--- src/rtl/scale_demux.sv ---
// -----------------------------------------------------------------------------
// scale_demux
//   Routes one valid/ready input stream to one of two output channels (A or B)
//   chosen per word by sel_a. Each channel has its own 2-entry in-order buffer
//   and a wrapping counter of words delivered to its consumer.
//
// Ports
//   clk        rising-edge clock
//   rst_       asynchronous active-low reset
//   in_data    word offered for routing
//   in_valid   in_data is valid this cycle
//   sel_a      1 -> channel A, 0 -> channel B (sampled with in_data)
//   in_ready   selected channel has room (depends on occupancy and sel_a only)
//   out_a/b    head-of-buffer word for each channel (0 when empty)
//   a/b_valid  channel holds at least one word
//   a/b_ready  channel consumer accepts the head word
//   a/b_xfers  count of words delivered on each channel, wraps
// -----------------------------------------------------------------------------
module scale_demux #(
  parameter int WIDTH = 1,
  parameter int CNT_W = 8
) (
  input  logic             clk,
  input  logic             rst_,
  input  logic [WIDTH-1:0] in_data,
  input  logic             in_valid,
  input  logic             sel_a,
  output logic             in_ready,
  output logic [WIDTH-1:0] out_a,
  output logic             a_valid,
  input  logic             a_ready,
  output logic [WIDTH-1:0] out_b,
  output logic             b_valid,
  input  logic             b_ready,
  output logic [CNT_W-1:0] a_xfers,
  output logic [CNT_W-1:0] b_xfers
);

  // Channel index 0 is A, index 1 is B.
  logic [1:0]            ch_sel;
  logic [1:0]            ch_ready;
  logic [1:0][1:0]       ch_count;
  logic [1:0][WIDTH-1:0] ch_data;
  logic [1:0][CNT_W-1:0] ch_xfers;
  logic                  push_ok;

  assign ch_sel   = {~sel_a, sel_a};
  assign ch_ready = {b_ready, a_ready};

  // Room is judged on registered occupancy only: a full channel stays
  // not-ready even if its consumer pops in the same cycle.
  assign in_ready = sel_a ? (ch_count[0] < 2'd2) : (ch_count[1] < 2'd2);
  assign push_ok  = in_valid && in_ready;

  genvar gi;
  generate
    for (gi = 0; gi < 2; gi++) begin : g_ch
      logic [WIDTH-1:0] slot0_reg;   // head of buffer
      logic [WIDTH-1:0] slot1_reg;   // second-oldest word
      logic [1:0]       count_reg;
      logic [CNT_W-1:0] xfers_reg;
      logic             push;
      logic             pop;

      assign push = push_ok && ch_sel[gi];
      assign pop  = (count_reg != 2'd0) && ch_ready[gi];

      always_ff @(posedge clk or negedge rst_) begin
        if (!rst_) begin
          slot0_reg <= '0;
          slot1_reg <= '0;
          count_reg <= 2'd0;
          xfers_reg <= '0;
        end else begin
          if (push && pop) begin
            // Only reachable at count 1 (a full channel refuses pushes),
            // so the new word simply replaces the departing head.
            slot0_reg <= in_data;
          end else if (push) begin
            if (count_reg == 2'd0) begin
              slot0_reg <= in_data;
            end else begin
              slot1_reg <= in_data;
            end
            count_reg <= count_reg + 2'd1;
          end else if (pop) begin
            slot0_reg <= slot1_reg;
            count_reg <= count_reg - 2'd1;
          end

          if (pop) begin
            xfers_reg <= xfers_reg + 1'b1;
          end
        end
      end

      assign ch_count[gi] = count_reg;
      // Empty channels present zero rather than stale storage.
      assign ch_data[gi]  = (count_reg != 2'd0) ? slot0_reg : '0;
      assign ch_xfers[gi] = xfers_reg;
    end
  endgenerate

  assign out_a   = ch_data[0];
  assign out_b   = ch_data[1];
  assign a_valid = (ch_count[0] != 2'd0);
  assign b_valid = (ch_count[1] != 2'd0);
  assign a_xfers = ch_xfers[0];
  assign b_xfers = ch_xfers[1];

endmodule

--- config.mk ---
export PLATFORM = sky130hd
export DESIGN_NAME = scale_demux
export DESIGN_NICKNAME = d
export VERILOG_FILES = /design/src/rtl/scale_demux.sv
export SDC_FILE = /design/constraint.sdc
export NUM_CORES = 1
export LEC_CHECK = 0
export CORE_MARGIN = 1
export CORE_UTILIZATION = 43
export DETAILED_ROUTE_END_ITERATION = 16
export GPL_ROUTABILITY_DRIVEN = 0
export PLACE_DENSITY = 0.79
export SLEW_MARGIN = 0
export SYNTH_ARGS = -nofsm -noshare
export SYNTH_HDL_FRONTEND = slang
export SYNTH_SLANG_ARGS = --single-unit
--- constraint.sdc ---
create_clock -name clk -period 1.75 [get_ports clk]
set_input_delay 0.2625 -clock clk [delete_from_list [all_inputs] [get_ports clk]]
set_output_delay 0.2625 -clock clk [all_outputs]
set_load 0.02 [all_outputs]
==> reports/metrics.yaml, run 1 <==
timing:
  slew_viol_final: 0
  final.hold.worst_slack_ns: 0.280
  final.min_clock_period_ns: 1.71
  worst_slew_margin_rel_pct: 79.8
  final_setup_margin_ns: 0.0409
  clock_skew_ns: 0.00222
  setup_viol: 0
  finalCritPeriodShare_pct: 97.7
  fmax_mhz: 585
  hold_viol: 0
  timing_worst_slew_pin_value_ns: 0.303
grt:
  grt_antenna_before_repair: 0
  grt.met3_usage_pct: 2.54
  gr_layer_usage_met2_pct: 32.7
  grt_start_max_net_pins: 25
  grt_pass1_vias: 903
  grt_most_used_layer: "met2"
  grt.total_usage_pct: 18.5
  grt_use_met1_pct: 22.4
  grt.overflow.total: 0
  grt_pass1_wl_um: 3850
finish:
  fillers: 229
  antenna_cells_inserted: 0
  fin_nets: 164
  areaGrowthSynthToFinish_pct: 39.6
  fin_cells: 182
  share_of_cells_above_drive_strength_1_pct: 21.7
yosys:
  yosys-top-cells-area: "dfrtp_1 52%, xnor2_1 6.0%, xor2_1 6.0%"
  synth_fp_nets: 116
  synth.cells.most_frequent: "24 x dfrtp_1, 11 x nand2_1, 8 x xnor2_1, 8 x xor2_1, 7 x nor3_1"
  synthCells: 105
  synth_largest_area_cell: "dfrtp_1"
  syn_area_um2: 1160
  netlist.area_leader.share_pct: 51.6
  asyncSetResetFlopFracSynth_pct: 100
  yosysSeqAreaShare_pct: 51.6
  postSynthRegisterBits: 24
  syn_avg_cell_area_um2: 11.1
  postSynth.topFlopCell: "dfrtp_1"
  synth_enable_flop_cells: 0
  netlist-cell-type-count: 32
  synth_warnings: 0
  synth.most_common_cell: "dfrtp_1"
critical_path:
  class_of_the_most_critical_setup_path: "reg -> reg"
  ff2ff_setup_slack_ns: 0.04
  path_max_fanout: 5
  crit_arrival_ns: 1.92
  startpoint_type: "flop"
  worst_ep_required_time_ns: 1.97
  worstSetupEndpointType: "flop"
power_and_ir_drop:
  static_leakage_nw: 0.754
  power_per_cell_area_nw_per_um2: 1740
  peakVddDrop_mv: 1.11
route:
  drt-wirelength-per-cell_um: 12.8
  drcViolationCount: 0
  viasPerCell: 5.23
  routed-via-count: 951
  routed_wl_um: 2330
  antenna_violating_nets_post_route: 0
  drt_first_iter_violations: 10
  drt_pass1_iterations: 3
floorplan:
  floorplan.initialDensity_pct: 46.2
  placeableCoreArea_um2: 2520
  dieArea_um2: 2920
  die_w_um: 54.0
  io_pins: 28
  die_y_um: 54.0
  placementRows: 18
clocking:
  clkSlewWorstSetupHoldPaths_ns: 0.13
  tritoncts_clock_tree: "done"
  clock_tree.buffer_depth: 2
  postCtsHoldBufs: 0
  clock_tree.htree_level_count: 1
  clkLatencyLatePin_ns: 0.31
  ctsRootBufferMaster: "clkbuf_4"
  cts.sink_count: 24
  cts-buffers-inserted: 3
placement:
  post_dp_hpwl_um: 1740
  placed_cells: 176
  pre_cts_ws_ns: -0.188
  io_buffers: 27
flow_run:
  timing.max_cap.violations: 0
outcome:
  run_status: "finished clean"
hold_path:
  hold_path_class: "in -> async"
-- cell families (layout without fill, tap and decap cells) --
kind of cell	count (synthesis)	in the layout	synth area share, %
xor+xnor	16	16	12.0
buf+inv	6	53	2.04
mux	3	3	3.11
simple gates	40	40	19.1
fa+ha+maj	4	4	4.30
flops	24	24	51.6
compound gates	12	12	7.84
-- critical path: stages, from the launching register on --
cell and delay (ns):
dfrtp_1 0.40, buf_4 0.14, buf_4 0.14, o21ai_2 0.13, inv_1 0.11, ha_4 0.17, inv_1 0.06, and3_4 0.17
mux2_4 0.29
-- placed cells by master (no fill, tap or decap), types with 3 or more instances in the layout --
cell type / instances
dfrtp_1: 23
xnor2_1: 8
nand4_1: 6
clkdlybuf4s50_1: 22
clkbuf_4: 3
xor2_1: 8
inv_1: 5
ha_1: 3
nor3_1: 7
nand2_1: 11
buf_4: 16
-- power by group --
part	total (W)	switching (W)	leakage, nW	internal [W]
Clock	0.000293	0.000166	0.0210	0.000127
Combinational	0.00148	0.000719	0.437	0.000765
Sequential	0.00106	0.000260	0.296	0.000798
-- cell type report --
type,count,area [um^2],share of cell area [%]
multi-input combinational,75,553,34.0
clock buffer,4,36.3,2.23
inverter,6,25.0,1.54
sequential,24,602,37.0
timing repair buffer,43,373,22.9
tap,30,37.5,2.31
-- metrics by stage --
| step | TNS, ns | power [W] | cell area [um^2] | utilization [%] |
|---|---|---|---|---|
| 6_report | 0 | 0.00284 | 1630 | 64.5 |
| 2_1_floorplan | 0 | 0.00184 | 1160 | - |
| 3_5_place_dp | -0.759 | 0.00258 | 1580 | 62.5 |
| 4_1_cts | 0 | 0.00285 | 1620 | 64.1 |
| 5_1_grt | -0.0138 | 0.00303 | 1630 | 64.5 |
| 3_3_place_gp | -0.516 | 0.00251 | 1580 | 62.5 |
-- worst paths after layout --
| kind | startpoint | end | cells after the start |
|---|---|---|---|
| hold / removal | rst_ | g_ch[0].count_reg[1] | 2 |
| max in group asynchronous | rst_ | g_ch[0].count_reg[1] | 2 |
| hold reg to reg | a_xfers[7] | a_xfers[7] | 1 |
| setup / recovery | g_ch[1].count_reg[1] | g_ch[1].slot1_reg | 8 |
| min in group clk | a_xfers[7] | a_xfers[7] | 1 |
| setup reg to reg | g_ch[1].count_reg[1] | g_ch[1].slot1_reg | 8 |
-- routing by layer --
metal | part of all wire, % | wire length, um
met5 | 0 | 0
met4 | 1.6 | 37
met3 | 3.5 | 82
met2 | 50 | 1170
met1 | 45 | 1040
-- what timing repair did --
action	in CTS	in global routing
resized for setup	7	9
endpoints found under the setup margin	5	5
pin swaps	0	2
gates cloned	0	0
setup buffers	1	1
Power figures use the tool's default switching activity.
==> run 2, diff against run 1 <==
--- a/config.mk
+++ b/config.mk
@@ -5,11 +5,12 @@
 export SDC_FILE = /design/constraint.sdc
 export NUM_CORES = 1
 export LEC_CHECK = 0
+export ABC_AREA = 1
 export CORE_MARGIN = 1
-export CORE_UTILIZATION = 43
+export CORE_UTILIZATION = 45
 export DETAILED_ROUTE_END_ITERATION = 16
 export GPL_ROUTABILITY_DRIVEN = 0
-export PLACE_DENSITY = 0.79
+export PLACE_DENSITY = 0.8
 export SLEW_MARGIN = 0
 export SYNTH_ARGS = -nofsm -noshare
 export SYNTH_HDL_FRONTEND = slang
==> run 2 against run 1 <==
Against the previous run: maximum frequency rose by 1.4%; global-route usage rose by 0.91 points; clock-buffer cell count fell by 1; via count rose by 27%; largest power group unchanged; die area rose by 8.2%; synthesized cell count rose by 66%; sequential share of layout area fell by 2.3 points; clock power rose by 38%; power rose by 3.0%; non-clock buffer count fell by 9.
==> reports/metrics.yaml, run 2 <==
floorplan:
  die_w_um: 56.2  # +4.0%
  placeableCoreArea_um2: 2780  # +10%
  io_pins: 28  # unchanged
  die_y_um: 56.2  # +4.0%
  floorplan.initialDensity_pct: 47.5  # +1.4 points
  dieArea_um2: 3160  # +8.2%
  placementRows: 19  # +1
finish:
  fin_nets: 224  # +37%
  layout.cell_area.non_filler_um2: 1730  # +6.6%
  share_of_cells_above_drive_strength_1_pct: 8.49  # -13 points
  fillers: 263  # +15%
  layout.cells.most_common: "nand2_1"
  areaGrowthSynthToFinish_pct: 31.1
  antenna_cells_inserted: 0  # unchanged
  final_cell_mix: "59 x nand2_1, 29 x inv_1, 23 x dfrtp_1"
power_and_ir_drop:
  static_leakage_nw: 0.909  # +21%
  power_frac_comb_pct: 51.0  # -1.4 points
  power.net_switching_w: 0.00126  # +10%
  pwr_total_w: 0.00292  # +3.0%
  p_sw_share_pct: 43.2  # +2.8 points
  power_frac_seq_pct: 35.2  # -2.1 points
  power_per_cell_area_nw_per_um2: 1680  # -3.4%
  peakVddDrop_mv: 1.21  # +8.7%
  intPower_w: 0.00166  # -2.0%
  p_clk_share_pct: 13.8  # +3.5 points
grt:
  grt_pass1_vias: 1134  # +26%
  grt_start_max_net_pins: 25  # unchanged
  grt_antenna_before_repair: 0  # unchanged
  grt.total_usage_pct: 19.5  # +0.91 points
  grt_pass1_wl_um: 4820  # +25%
  grt.overflow.total: 0  # unchanged
hold_path:
  hold_path_class: "in -> async"
route:
  antenna_violating_nets_post_route: 0  # unchanged
  routed_wl_um: 2730  # +17%
  drt_first_iter_violations: 29  # +19
  drcViolationCount: 0  # unchanged
  viasPerCell: 4.99  # -4.5%
  drt-wirelength-per-cell_um: 11.2  # -12%
  routed-via-count: 1212  # +27%
  drt_pass1_iterations: 4  # +1
critical_path:
  path_max_fanout: 6  # +1
  timing.critical_path.slowest_cell_delay_ns: 0.64  # +0.24 ns
  worstSetupEndpointType: "output port"
  worstPathCellList: "clkdlybuf4s50_1"
  critical_path.startpoint: "b_xfers[2]"
  critical_path.slowest_cell: "clkdlybuf4s50_1"
  crit_arrival_ns: 1.42  # -0.50 ns
  worst_ep_required_time_ns: 1.49  # -0.48 ns
  path_delay_family: "buffers and inverters"
  critical_path.n_buffers_inverters: 1  # -3
  critical_r2r_launch: "g_ch[0].count_reg[0]"
  class_of_the_most_critical_setup_path: "reg -> out"
  startpoint_type: "flop"
clocking:
  cts.sink_count: 24  # unchanged
  clock_tree.htree_level_count: 1  # unchanged
  clock_tree.buffer_depth: 2  # unchanged
  ctsRootBufferMaster: "clkbuf_4"
  cts-buffers-inserted: 3  # unchanged
  postCtsHoldBufs: 0  # unchanged
  clkLatencyLatePin_ns: 0.32  # about the same
  tritoncts_clock_tree: "done"
  clkSlewWorstSetupHoldPaths_ns: 0.14  # about the same
placement:
  post_dp_hpwl_um: 2090  # +20%
  placement.cell_area_um2: 1680  # +6.7%
  io_buffers: 27  # unchanged
timing:
  rsz_0062_raised_after_global_routing: "no"
  timing_worst_slew_pin_value_ns: 0.304  # +0.000325 ns
  fmax_mhz: 594  # +1.4%
  clock_skew_ns: 0.00930  # +0.00709 ns
  hold_viol: 0  # unchanged
  slew_viol_final: 0  # unchanged
  worst_slew_margin_rel_pct: 79.8  # about the same
  setup_viol: 0  # unchanged
  finalCritPeriodShare_pct: 96.3  # -1.4 points
  final.min_clock_period_ns: 1.68  # -0.0244 ns
yosys:
  synth_fp_nets: 185  # +59%
  synth_enable_flop_cells: 0  # unchanged
  postSynthRegisterBits: 24  # unchanged
  yosysSeqAreaShare_pct: 45.4  # -6.1 points
  netlist-cell-type-count: 16  # -50%
  synth.most_common_cell: "nand2_1"
  syn_avg_cell_area_um2: 7.60  # -31%
  synth_warnings: 0  # unchanged
  synthCells: 174  # +66%
  postSynth.topFlopCell: "dfrtp_1"
  asyncSetResetFlopFracSynth_pct: 100  # unchanged
  synth_largest_area_cell: "dfrtp_1"
  synth.cells.most_frequent: "59 x nand2_1, 29 x inv_1, 24 x dfrtp_1"
  syn_area_um2: 1320  # +14%
  netlist.area_leader.share_pct: 45.4  # -6.1 points
  yosys-top-cells-area: "dfrtp_1 45%, nand2_1 17%, inv_1 8.2%"
flow_run:
  timing.max_cap.violations: 0  # unchanged
outcome:
  run_status: "finished clean"
-- run 2: repair_timing --
| item | CTS | global route |
|---|---|---|
| pin swaps | 0 | 0 |
| gates resized for setup | 5 | 2 |
| endpoints found under the setup margin | 5 | 2 |
| setup buffers | 0 | 0 |
-- run 2: stage by stage --
stage / instances / setup slack (ns) / setup TNS (ns) / util (%) / hold WS [ns]
final: 243 / 0.0653 / 0 / 62.3 / 0.280
after global routing: 243 / 0.000438 / 0 / 62.3 / 0.299
after CTS: 243 / 0.0369 / 0 / 62.2 / 0.284
after detailed placement: 239 / -0.0246 / -0.0340 / 60.5 / 0.478
after global placement: 239 / -0.00175 / -0.00175 / 60.5 / 0.468
after floorplan: 174 / 0.326 / 0 / - / -0.0331
-- run 2: routing by layer --
layer / wire (um) / GRT usage [%] / up-vias
met4: 21 / 8.01 / 0
met3: 49 / 2.79 / 2
met2: 1400 / 32.1 / 16
met5: 0 / 0 / -
met1: 1260 / 25.6 / 582
li1: - / - / 612
-- run 2: worst paths after layout --
check / to / slack (ns) / cells after the start
setup / recovery: b_xfers[2] / 0.07 / 1
hold / removal: a_xfers[2] / 0.28 / 2
setup reg to reg: g_ch[0].count_reg[1] / 0.17 / 8
hold reg to reg: g_ch[1].slot1_reg / 0.52 / 2
max in group asynchronous: a_xfers[5] / 1.22 / 2
min in group clk: g_ch[1].slot1_reg / 0.52 / 2
-- run 2: area by class of cell --
type	instances	area, um^2	share of cell area (%)
Clock buffer	3	22.5	1.30
Clock inverter	1	30.0	1.73
Inverter	29	109	6.28
Multi-Input combinational cell	121	613	35.4
Sequential cell	24	602	34.7
Tap cell	31	38.8	2.24
Timing Repair Buffer	34	319	18.4
-- run 2: power by group through the flow --
stage,registers [W],clock network [W],logic [W]
finish,0.00103,0.000403,0.00149
global route,0.00106,0.000447,0.00164
CTS,0.00103,0.000416,0.00150
detailed placement,0.00103,0,0.00154
global placement,0.00103,0,0.00150
floorplan,0.00115,0,0.000770
-- run 2: logic make-up after synthesis --
kind of cell,synth area share (%)
flops,45.4
fa+ha+maj,3.78
buf+inv,8.23
simple gates,33.2
compound gates,3.41
xor+xnor,5.96
